===== config.mk =====
export PLATFORM = sky130hd
export DESIGN_NAME = mem_stage_ctrl_flat
export DESIGN_NICKNAME = d
export VERILOG_FILES = /design/src/rtl/mem_stage_ctrl_if.sv /design/src/rtl/mem_stage_ctrl.sv /design/src/flat_wrapper.sv
export SDC_FILE = /design/constraint.sdc
export NUM_CORES = 1
export LEC_CHECK = 0
export ABC_CLOCK_PERIOD_IN_PS = 3700
export BUFFER_PORTS_ARGS = -buffer_cell sky130_fd_sc_hd__buf_2
export CAP_MARGIN = 0
export CORE_AREA = 4 4 157 159
export CTS_BUF_LIST = sky130_fd_sc_hd__clkbuf_8
export DETAILED_ROUTE_END_ITERATION = 16
export DIE_AREA = 0 0 161 163
export PLACE_DENSITY = 0.42
export SLEW_MARGIN = 25
export SYNTH_ARGS = -nofsm -noshare
export SYNTH_HDL_FRONTEND = slang
export SYNTH_SLANG_ARGS = --single-unit
export TNS_END_PERCENT = 30

===== constraint.sdc =====
create_clock -name CLK -period 3.7 [get_ports CLK]
set_input_delay 0.37 -clock CLK [delete_from_list [all_inputs] [get_ports CLK]]
set_output_delay 0.37 -clock CLK [all_outputs]
set_load 0.03 [all_outputs]

===== src/rtl/mem_stage_ctrl_if.sv =====
// ============================================================================
// Module   : mem_stage_ctrl_if
// Brief    : Data-cache request/response bus between the memory stage and dcache.
// Revision : 1.0 - initial release
// ============================================================================
`default_nettype none

interface mem_stage_ctrl_if #(
  parameter int ADDR_W = 32,
  parameter int DATA_W = 32
);
  logic              dmemREN;
  logic              dmemWEN;
  logic [ADDR_W-1:0] dmemaddr;
  logic [DATA_W-1:0] dmemstore;
  logic              dhit;
  logic [DATA_W-1:0] dmemload;

  modport master (
    output dmemREN, dmemWEN, dmemaddr, dmemstore,
    input  dhit, dmemload
  );

  modport slave (
    input  dmemREN, dmemWEN, dmemaddr, dmemstore,
    output dhit, dmemload
  );
endinterface

`default_nettype wire


===== src/rtl/mem_stage_ctrl.sv =====
// ============================================================================
// Module   : mem_stage_ctrl
// Brief    : MEM-stage controller: issues dcache requests, stalls until dhit,
//            drives the MEM/WB bundle, tracks halt and counts wait cycles.
//            Optional load-linked/store-conditional support under `LL_SC_EN.
// Revision : 1.0 - initial release
// ============================================================================
`default_nettype none

module mem_stage_ctrl #(
  parameter int ADDR_W = 32,
  parameter int DATA_W = 32,
  parameter int WSEL_W = 5,
  parameter int CNT_W  = 32
) (
  input  logic              CLK,
  input  logic              nRST,
  input  logic              ex_valid,
  input  logic              ex_dREN,
  input  logic              ex_dWEN,
  input  logic [ADDR_W-1:0] ex_addr,
  input  logic [DATA_W-1:0] ex_store,
  input  logic              ex_halt,
  input  logic              ex_WEN,
  input  logic [WSEL_W-1:0] ex_wsel,
  input  logic [1:0]        ex_wdatsel,
  input  logic [DATA_W-1:0] ex_lui_word,
  input  logic [DATA_W-1:0] ex_npc,
  mem_stage_ctrl_if.master  dbus,
  output logic [DATA_W-1:0] wb_port_o,
  output logic [DATA_W-1:0] wb_dmemload,
  output logic [DATA_W-1:0] wb_lui_word,
  output logic [DATA_W-1:0] wb_npc,
  output logic [WSEL_W-1:0] wb_wsel,
  output logic [1:0]        wb_wdatsel,
  output logic              wb_WEN,
  output logic              wb_halt,
  output logic              memwb_enable,
  output logic              mem_stall,
  output logic              halted,
  output logic [CNT_W-1:0]  wait_cycles
`ifdef LL_SC_EN
  ,
  input  logic              ex_ll,
  input  logic              ex_sc,
  input  logic              snoop_inv,
  input  logic [ADDR_W-1:0] snoop_addr
`endif
);

  localparam logic [1:0] PORT_O = 2'd0;

  typedef enum logic [0:0] {
    IDLE = 1'b0,
    WAIT = 1'b1
  } state_t;

  state_t            state, state_n;
  logic              mem_op;
  logic              sc_fail;
  logic              ren;
  logic              wen;
  logic [DATA_W-1:0] port_o_val;

`ifdef LL_SC_EN
  logic              link_valid;
  logic [ADDR_W-1:0] link_addr;
  logic              sc_ok;
  logic              ll_done;
  logic              store_retire;

  assign sc_ok      = link_valid & (link_addr == ex_addr);
  assign sc_fail    = ex_valid & ex_sc & ~sc_ok;
  assign port_o_val = ex_sc ? {{(DATA_W-1){1'b0}}, sc_ok} : DATA_W'(ex_addr);
`else
  assign sc_fail    = 1'b0;
  assign port_o_val = DATA_W'(ex_addr);
`endif

  // nRST gates the strobes so an in-flight access is abandoned the instant reset asserts
  assign mem_op = nRST & ex_valid & (ex_dREN | ex_dWEN) & ~halted & ~sc_fail;
  assign wen    = mem_op & ex_dWEN;
  assign ren    = mem_op & ex_dREN & ~ex_dWEN;

  assign dbus.dmemREN   = ren;
  assign dbus.dmemWEN   = wen;
  assign dbus.dmemaddr  = ex_addr;
  assign dbus.dmemstore = ex_store;

  always_ff @(posedge CLK or negedge nRST) begin
    if (!nRST) state <= IDLE;
    else       state <= state_n;
  end

  always_comb begin
    state_n      = state;
    memwb_enable = nRST;
    mem_stall    = 1'b0;
    case (state)
      IDLE: begin
        if (mem_op && !dbus.dhit) begin
          memwb_enable = 1'b0;
          mem_stall    = 1'b1;
          state_n      = WAIT;
        end
      end
      WAIT: begin
        if (mem_op && !dbus.dhit) begin
          memwb_enable = 1'b0;
          mem_stall    = 1'b1;
        end else begin
          state_n = IDLE;
        end
      end
      default: state_n = IDLE;
    endcase
  end

  assign wb_port_o   = nRST ? port_o_val : '0;
  assign wb_dmemload = (mem_op && dbus.dhit) ? dbus.dmemload : '0;
  assign wb_lui_word = nRST ? ex_lui_word : '0;
  assign wb_npc      = nRST ? ex_npc : '0;
  assign wb_wsel     = nRST ? ex_wsel : '0;
  assign wb_wdatsel  = nRST ? ex_wdatsel : PORT_O;
  assign wb_WEN      = nRST & ex_valid & ex_WEN & ~halted;
  assign wb_halt     = nRST & (halted | (ex_valid & ex_halt));

  always_ff @(posedge CLK or negedge nRST) begin
    if (!nRST) begin
      halted      <= 1'b0;
      wait_cycles <= '0;
    end else begin
      if (memwb_enable && wb_halt) halted <= 1'b1;
      if (mem_stall && !(&wait_cycles)) wait_cycles <= wait_cycles + CNT_W'(1);
    end
  end

`ifdef LL_SC_EN
  assign ll_done      = ren & ex_ll & dbus.dhit;
  assign store_retire = memwb_enable & ex_valid & ~halted & ex_dWEN;

  // A snoop to the address being linked this cycle prevents the link from forming
  always_ff @(posedge CLK or negedge nRST) begin
    if (!nRST) begin
      link_valid <= 1'b0;
      link_addr  <= '0;
    end else if (ll_done) begin
      link_valid <= ~(snoop_inv & (snoop_addr == ex_addr));
      link_addr  <= ex_addr;
    end else if (store_retire || (snoop_inv && snoop_addr == link_addr)) begin
      link_valid <= 1'b0;
    end
  end
`endif

endmodule

`default_nettype wire


===== src/flat_wrapper.sv =====
// flat-port wrapper written by rule: the top's interface ports become plain ports
module mem_stage_ctrl_flat 
#(
  parameter int ADDR_W = 32,
  parameter int DATA_W = 32,
  parameter int WSEL_W = 5,
  parameter int CNT_W  = 32
)
  (CLK, nRST, ex_valid, ex_dREN, ex_dWEN, ex_addr, ex_store, ex_halt, ex_WEN, ex_wsel, ex_wdatsel, ex_lui_word, ex_npc, wb_port_o, wb_dmemload, wb_lui_word, wb_npc, wb_wsel, wb_wdatsel, wb_WEN, wb_halt, memwb_enable, mem_stall, halted, wait_cycles, dbus_dmemREN, dbus_dmemWEN, dbus_dmemaddr, dbus_dmemstore, dbus_dhit, dbus_dmemload);
  mem_stage_ctrl_if #(.ADDR_W(ADDR_W), .DATA_W(DATA_W)) dbus_i ();
  input  logic CLK;
  input  logic nRST;
  input  logic ex_valid;
  input  logic ex_dREN;
  input  logic ex_dWEN;
  input  logic [ADDR_W-1:0] ex_addr;
  input  logic [DATA_W-1:0] ex_store;
  input  logic ex_halt;
  input  logic ex_WEN;
  input  logic [WSEL_W-1:0] ex_wsel;
  input  logic [1:0] ex_wdatsel;
  input  logic [DATA_W-1:0] ex_lui_word;
  input  logic [DATA_W-1:0] ex_npc;
  output logic [DATA_W-1:0] wb_port_o;
  output logic [DATA_W-1:0] wb_dmemload;
  output logic [DATA_W-1:0] wb_lui_word;
  output logic [DATA_W-1:0] wb_npc;
  output logic [WSEL_W-1:0] wb_wsel;
  output logic [1:0] wb_wdatsel;
  output logic wb_WEN;
  output logic wb_halt;
  output logic memwb_enable;
  output logic mem_stall;
  output logic halted;
  output logic [CNT_W-1:0] wait_cycles;
  output wire logic [$bits(dbus_i.dmemREN)-1:0] dbus_dmemREN;
  output wire logic [$bits(dbus_i.dmemWEN)-1:0] dbus_dmemWEN;
  output wire logic [$bits(dbus_i.dmemaddr)-1:0] dbus_dmemaddr;
  output wire logic [$bits(dbus_i.dmemstore)-1:0] dbus_dmemstore;
  input wire logic [$bits(dbus_i.dhit)-1:0] dbus_dhit;
  input wire logic [$bits(dbus_i.dmemload)-1:0] dbus_dmemload;
  assign dbus_dmemREN = dbus_i.dmemREN;
  assign dbus_dmemWEN = dbus_i.dmemWEN;
  assign dbus_dmemaddr = dbus_i.dmemaddr;
  assign dbus_dmemstore = dbus_i.dmemstore;
  assign dbus_i.dhit = dbus_dhit;
  assign dbus_i.dmemload = dbus_dmemload;
  mem_stage_ctrl #(.ADDR_W(ADDR_W), .DATA_W(DATA_W), .WSEL_W(WSEL_W), .CNT_W(CNT_W)) u_core (.CLK(CLK), .nRST(nRST), .ex_valid(ex_valid), .ex_dREN(ex_dREN), .ex_dWEN(ex_dWEN), .ex_addr(ex_addr), .ex_store(ex_store), .ex_halt(ex_halt), .ex_WEN(ex_WEN), .ex_wsel(ex_wsel), .ex_wdatsel(ex_wdatsel), .ex_lui_word(ex_lui_word), .ex_npc(ex_npc), .dbus(dbus_i), .wb_port_o(wb_port_o), .wb_dmemload(wb_dmemload), .wb_lui_word(wb_lui_word), .wb_npc(wb_npc), .wb_wsel(wb_wsel), .wb_wdatsel(wb_wdatsel), .wb_WEN(wb_WEN), .wb_halt(wb_halt), .memwb_enable(memwb_enable), .mem_stall(mem_stall), .halted(halted), .wait_cycles(wait_cycles));
endmodule

# == After elaboration in Yosys (flattened, before gate mapping) ==
# Cells that the tools add are included.
# totals
register_bits,33
output_inout_bits,238
word_cells,32
# classes
n_addsub,1
mux,8
n_bitwise,14
n_reduce_logical,7
# op_table
op,n
two-way mux 32 bit,4
adder 32 x 1 -> 32 bit (second input constant),1
AND reduction 32 bit,1
AND 1 bit,10
two-way mux 5 bit,1
logical AND 1 bit,4
logical NOT 1 bit,2
two-way mux 1 bit,2
two-way mux 2 bit,1
NOT 1 bit,2
OR 1 bit,2

# == Logic depth before layout (Yosys ltp) ==
# Gate-level depths: netlist of the first run.
# logic_depth
word_depth,6
mapped_depth,7

# == Worst setup path after synthesis of the first run ==
# No wires, ideal clock.
# synth_timing
kind,reg-to-output
startpoint,register u_core.halted
endpoint,output memwb_enable
arrival_time_ps,1616
required_time_ps,3330
slack_ps,1714
path_stages_with_launch,5
n_path_buf,1
path_cell_list,dfrtp_1 -> and3b_2 -> and2_1 -> buf_2 -> nor2b_1
# synth_via
elab_chain_len,4
# synth_rtl
element,line,source
start: declaration,mem_stage_ctrl.sv:40,"output logic halted,"
start signal: assignment,mem_stage_ctrl.sv:130,halted <= 1'b0;
start signal: assignment,mem_stage_ctrl.sv:133,if (memwb_enable && wb_halt) halted <= 1'b1;
NOT 1 bit,mem_stage_ctrl.sv:81,assign mem_op = nRST & ex_valid & (ex_dREN | ex_dWEN) & ~halted & ~sc_fail;
AND 1 bit,mem_stage_ctrl.sv:81,
logical AND 1 bit,"mem_stage_ctrl.sv:101, mem_stage_ctrl.sv:108",
two-way mux 1 bit,"mem_stage_ctrl.sv:101, mem_stage_ctrl.sv:108",
end: declaration,flat_wrapper.sv:32,output logic memwb_enable;
# Every way passes these cells.

# == Worst setup path in the final report of the first run ==
# layout_timing
startpoint,input nRST
endpoint,output wb_lui_word[28]
# layout_via
elab_chain_len,1
# layout_rtl
element,line,source
start: declaration,flat_wrapper.sv:12,input logic nRST;
two-way mux 32 bit,mem_stage_ctrl.sv:121,assign wb_lui_word = nRST ? ex_lui_word : '0;
end: declaration,flat_wrapper.sv:26,output logic [DATA_W-1:0] wb_lui_word;
# Every way passes these cells.

==> summary.txt, run 1 <==
Status: complete, no violations
Syn nets: 547
Crit path DAT: 1.73 ns
DRT Pass-1 Iters: 4
Fin crit period: 2.10 ns
Synth-to-layout area growth: 55.3%
Final setup TNS: 0 ns
FMAX: 475 MHz
Num CTS Buffers: 5
Clock Skew: 0.00557 ns
CTS root buf: clkbuf_8
Antenna violations before repair: 0
Unrepaired setup endpoints after global routing: no
Top FF cell, synth: dfrtp_1
Relative slew slack: 0.578
CTS Hold Buffers Added: 0
Synth async-reset ratio: 1.00
Post-CTS sizing: 0
Die height: 163 um
Core area: 23300 sq um
CTS tree: built
R2R cell count: 5
Clock transition at path regs: 0.07 ns
Final net count: 823
WP data required: 3.33 ns
Static leakage: 2.74 nW
GRT Util Overall: 0.0971
Final cycle utilization of the critical path: 0.569
Post-CTS Setup Bufs: 0
Yosys warnings: 0
Largest net degree at the start of global routing: 78
Remaining Overflow, GRT: 0
Mapped cell area: 3100 sq um
Hpwl dp: 12.1 mm
Synth top area cells: and2_1 28%, dfrtp_1 27%, buf_4 15%, xnor2_1 6.5%, nand3_1 2.4%
Die ar.: 26200 sq um
Starting density of the core: 0.133
Die X: 161 um
DR vias/cell: 3.56
CP Launch Type: input port
Worst-margin pin slew: 0.629 ns
Most frequent cells in the layout: 347 x buf_2, 139 x and2_1, 33 x dfrtp_1, 23 x xnor2_1, 15 x nand3_1
Crit-path max FO: 77
H-tree lvl count: 2
Worst vdd ir: 0.000119 V
Max-Cap Viols: 0
Cells after Synth: 371
Min-Delay Path Class: in -> async
Mean area per synthesized cell: 8.36 sq um
Iteration-0 DRC Markers: 85
Port Buffers: 348
Top cell type's share of synthesized area: 0.280
CTS sink cnt: 33
Register bit total from synthesis: 33
Max-slew violation count: 0
CP Class: in -> out
Final Wtd Congestion: 0.722
Synth unique cells: 37
Post-Route WL: 14.2 mm
Synth area leader: and2_1
Antenna viol nets, final: 0
Number of flops mapped to enable cells by yosys: 0
# diodes: 0
Setup violations, final: 0
CTS Buffer Depth: 2
Routed vias: 3437
PwrDens: 257 nW/um^2
CP endpoint kind: primary output
Routed len/inst: 14.7 um
Hold Vio Cnt, Final: 0
Tot Pwr: 1.24 mW
Commonest non-fill, non-tap cell in the layout: buf_2
Vias in the first global route: 3449
Clock Latency Late Sink: 0.29 ns
Design Area, Final: 4820 sq um
Sequential fraction of the synthesis area: 0.266
Area after DPL: 4720 sq um
Row count: 56
Layout cells sized above 1: 0.573
First-pass GRT wire length: 20.0 mm
DRC: 0
Ports: 413
state kept, by name, summed over array words and instances (netlist names):
register	count
u_core.wait_cycles	32
u_core.halted	1
stage by stage:
stage / utilization / worst slack (ns) / hold WS, ns / instances
final: 0.207 / 1.60 / 0.00355 / 966
after global routing: 0.207 / 1.35 / 0.0216 / 966
after CTS: 0.207 / 1.51 / 0.0109 / 966
after detailed placement: 0.203 / 1.39 / 0.323 / 959
after global placement: 0.203 / 1.42 / 0.319 / 959
after floorplan: - / 1.71 / 0.0744 / 371
report_power, final:
| part | switching [mW] | internal (mW) | leakage (nW) |
|---|---|---|---|
| registers | 0.0175 | 0.376 | 0.454 |
| clock network | 0.140 | 0.196 | 0.0540 |
| logic | 0.338 | 0.171 | 2.23 |
| total | 0.495 | 0.743 | 2.74 |
synth_stat cells, types with 2 or more instances:
| cell | number |
|---|---|
| nor3_1 | 3 |
| xnor2_1 | 23 |
| nand2_1 | 13 |
| nor3_2 | 2 |
| nor2_1 | 6 |
| xor2_1 | 6 |
| and2_1 | 139 |
| nand4_1 | 11 |
| a31oi_1 | 3 |
| clkbuf_1 | 14 |
| buf_4 | 64 |
| nor3b_1 | 2 |
| nand3_1 | 15 |
| and4_1 | 2 |
| buf_2 | 4 |
| nor2b_1 | 2 |
| and3_1 | 8 |
| a21oi_1 | 3 |
| dfrtp_1 | 33 |
per-layer routing:
metal | up-vias | global-route usage | share of wire
met5 | - | 0 | 0
met4 | 0 | 0.0229 | 0.015
met3 | 16 | 0.0306 | 0.10
met2 | 215 | 0.169 | 0.48
met1 | 1522 | 0.117 | 0.40
li1 | 1684 | - | -
worst paths after layout:
check | start | slack (ns) | end
setup / recovery | nRST | 1.60 | wb_lui_word[28]
hold / removal | nRST | 0.004 | u_core.wait_cycles[1]
setup reg to reg | u_core.wait_cycles[17] | 1.68 | u_core.wait_cycles[15]
hold reg to reg | u_core.wait_cycles[29] | 0.52 | u_core.wait_cycles[29]
max in group asynchronous | nRST | 2.44 | u_core.wait_cycles[20]
min in group CLK | ex_halt | 0.38 | u_core.halted
cells by family after synthesis:
kind of cell | count (synthesis) | share of synthesized area
AND/OR/NAND/NOR | 216 | 0.442
buffers and inverters | 82 | 0.178
flip-flops | 33 | 0.266
XOR/XNOR | 29 | 0.0819
AO/OA/AOI/OAI | 9 | 0.0242
multiplexers | 1 | 0.00363
adder cells (fa/ha/maj) | 1 | 0.00403
critical path: stages:
cell and delay (ns):
buf_4 0.34, buf_4 0.56, and2_1 0.20, buf_2 0.22
layout make-up:
class	instances	area, sq um
timing repair buffer	351	1770
multi-input combinational	256	1720
clock inverter	2	35.0
tap	319	399
fill	2592	18400
sequential	33	826
clock buffer	5	68.8
No activity file was read; power rests on OpenSTA's default activity.
==> run 2, diff against run 1 <==
--- a/config.mk
+++ b/config.mk
@@ -5,14 +5,14 @@
 export SDC_FILE = /design/constraint.sdc
 export NUM_CORES = 1
 export LEC_CHECK = 0
-export ABC_CLOCK_PERIOD_IN_PS = 3700
+export ABC_CLOCK_PERIOD_IN_PS = 1800
 export BUFFER_PORTS_ARGS = -buffer_cell sky130_fd_sc_hd__buf_2
 export CAP_MARGIN = 0
 export CORE_AREA = 4 4 157 159
 export CTS_BUF_LIST = sky130_fd_sc_hd__clkbuf_8
 export DETAILED_ROUTE_END_ITERATION = 16
 export DIE_AREA = 0 0 161 163
-export PLACE_DENSITY = 0.42
+export PLACE_DENSITY = 0.43
 export SLEW_MARGIN = 25
 export SYNTH_ARGS = -nofsm -noshare
 export SYNTH_HDL_FRONTEND = slang
==> constraint.sdc (replaced) <==
create_clock -name CLK -period 1.8 [get_ports CLK]
set_input_delay 0.18 -clock CLK [delete_from_list [all_inputs] [get_ports CLK]]
set_output_delay 0.18 -clock CLK [all_outputs]
set_load 0.03 [all_outputs]
==> summary.txt, run 2 (same netlist as run 1, synthesis figures left out) <==
Clock Skew: 0.0146 ns
Cell-internal power: 1.46 mW
Fin Hold WS: 0.00749 ns
Relative slew slack: 0.605
Max-Cap Viols: 0
Die X: 161 um
Hold Vio Cnt, Final: 0
Hpwl dp: 12.1 mm
Failing checks: setup timing
Fin crit period: 1.84 ns
Worst vdd ir: 0.000239 V
Worst path slowest cell: dfrtp_1
CTS Buffer Depth: 2
Most frequent cells in the layout: 314 x buf_2, 109 x and2_1, 42 x buf_6, 31 x buf_4, 29 x and2_4
CTS root buf: clkbuf_8
P_sw: 1.04 mW
CP endpoint kind: primary output
Critical Path Stages: 6
Global routing usage on met1: 0.115
Worst-margin pin slew: 0.593 ns
Port Buffers: 348
Post-route insts no fill: 1004
Clock Latency Late Sink: 0.29 ns
Critical-path cell list: nand3b_1 > nor2_4 > buf_6 > buf_6 > and2_4 > buf_6
CTS tree: built
Commonest non-fill, non-tap cell in the layout: buf_2
Row count: 56
Iteration-0 DRC Markers: 70
Worst path max stage delay: 0.38 ns
Antenna viol nets, final: 0
Met2 Usage GRT: 0.159
CP Class: reg -> out
H-tree lvl count: 2
Setup violations, final: 28
Area after DPL: 4970 sq um
Sw Ratio: 0.416
Starting density of the core: 0.133
WP data required: 1.62 ns
Clock transition at path regs: 0.08 ns
Largest Register: u_core.wait_cycles
RR Startpoint: u_core.wait_cycles[17]
Comb pwr share: 0.462
R2R cell count: 5
Fin util: 0.235
Num CTS Buffers: 5
DRC: 0
Crit path buffers/inverters: 3
Min-Delay Path Class: in -> async
Synth-to-layout area growth: 75.9%
Clock share of power: 0.215
FMAX: 544 MHz
Pre-CTS setup slack: 0.0684 ns
Sequential power share: 0.323
PwrDens: 458 nW/um^2
Crit-path max FO: 5
Biggest regs: u_core.wait_cycles (32), u_core.halted (1)
Ports: 413
Die height: 163 um
Static leakage: 3.00 nW
Antenna violations before repair: 0
Die ar.: 26200 sq um
Post-route setup slack: -0.0383 ns
Tot Pwr: 2.50 mW
First-pass GRT wire length: 19.5 mm
Flip-flop count of the largest register after layout: 32
Reg-to-reg setup timing slack: 0.10 ns
Placed insts: 988
Status: finished, violations left
Most frequent CP cell: buf_6
Layout cells sized above 1: 0.676
Core area: 23300 sq um
Largest net degree at the start of global routing: 74
Vias in the first global route: 3490
Post-Route WL: 14.5 mm
# diodes: 0
Routed len/inst: 14.5 um
Final net count: 860
Final Wtd Congestion: 0.706
CP startpoint: u_core.halted
Final setup TNS: -0.324 ns
Remaining Overflow, GRT: 0
Routed vias: 3610
CP Launch Type: flip-flop
Final cycle utilization of the critical path: 1.02
Critical path's top delay family: simple AND/OR/NAND/NOR gates
Design Area, Final: 5460 sq um
Unrepaired setup endpoints after global routing: yes
Busiest grt layer: met2
DRT Pass-1 Iters: 4
Max-slew violation count: 0
DR vias/cell: 3.60
Crit path DAT: 1.66 ns
CTS sink cnt: 33
GRT Util Overall: 0.0943
Grt met3 use: 0.0316
[run 2: cell types whose count changed in the layout (fill, tap and decap cells not counted), sizes merged]
cell,delta
inv,+1
dlygate4sd3,+1
bufinv,-1
buf,+36
clkinv,+1
[run 2: worst paths after layout]
kind	end
hold reg to reg	u_core.wait_cycles[0]
setup / recovery	wb_dmemload[24]
setup reg to reg	u_core.wait_cycles[1]
hold / removal	u_core.wait_cycles[3]
max in group asynchronous	u_core.wait_cycles[21]
min in group CLK	u_core.halted
[run 2: power by group through the flow]
| stage | clock network [mW] | registers, mW | logic [mW] |
|---|---|---|---|
| after floorplan | 0 | 0.891 | 0.743 |
| after global placement | 0 | 0.816 | 1.12 |
| after detailed placement | 0 | 0.821 | 1.11 |
| after CTS | 0.556 | 0.807 | 1.14 |
| after global routing | 0.583 | 0.812 | 1.24 |
| final | 0.538 | 0.806 | 1.15 |
[run 2: layout make-up]
type	count	area (sq um)
Fill cell	2624	17800
Multi-Input combinational cell	256	1840
Tap cell	319	399
Timing Repair Buffer	388	2290
Clock buffer	5	68.8
Sequential cell	33	852
Clock inverter	3	13.8
[run 2: what timing repair did]
action | CTS | global route
gates cloned | 0 | 4
resized for setup | 49 | 71
setup buffers | 0 | 3
hold endpoints to repair | 2 | 0
endpoints found under the setup margin | 33 | 49
pin swaps | 1 | 30
hold buffers | 1 | 0
[run 2: worst register-to-register path, delay by kind of cell (launching register included)]
kind             cells  cell delay, ns
flip-flops           1            0.42
multiplexers         1            0.31
AND/OR/NAND/NOR      4            0.85
[run 2: per-layer routing]
metal	part of all wire	routed length [um]
met1	0.39	5650
met2	0.48	7000
met3	0.11	1570
met4	0.021	305
met5	0	0
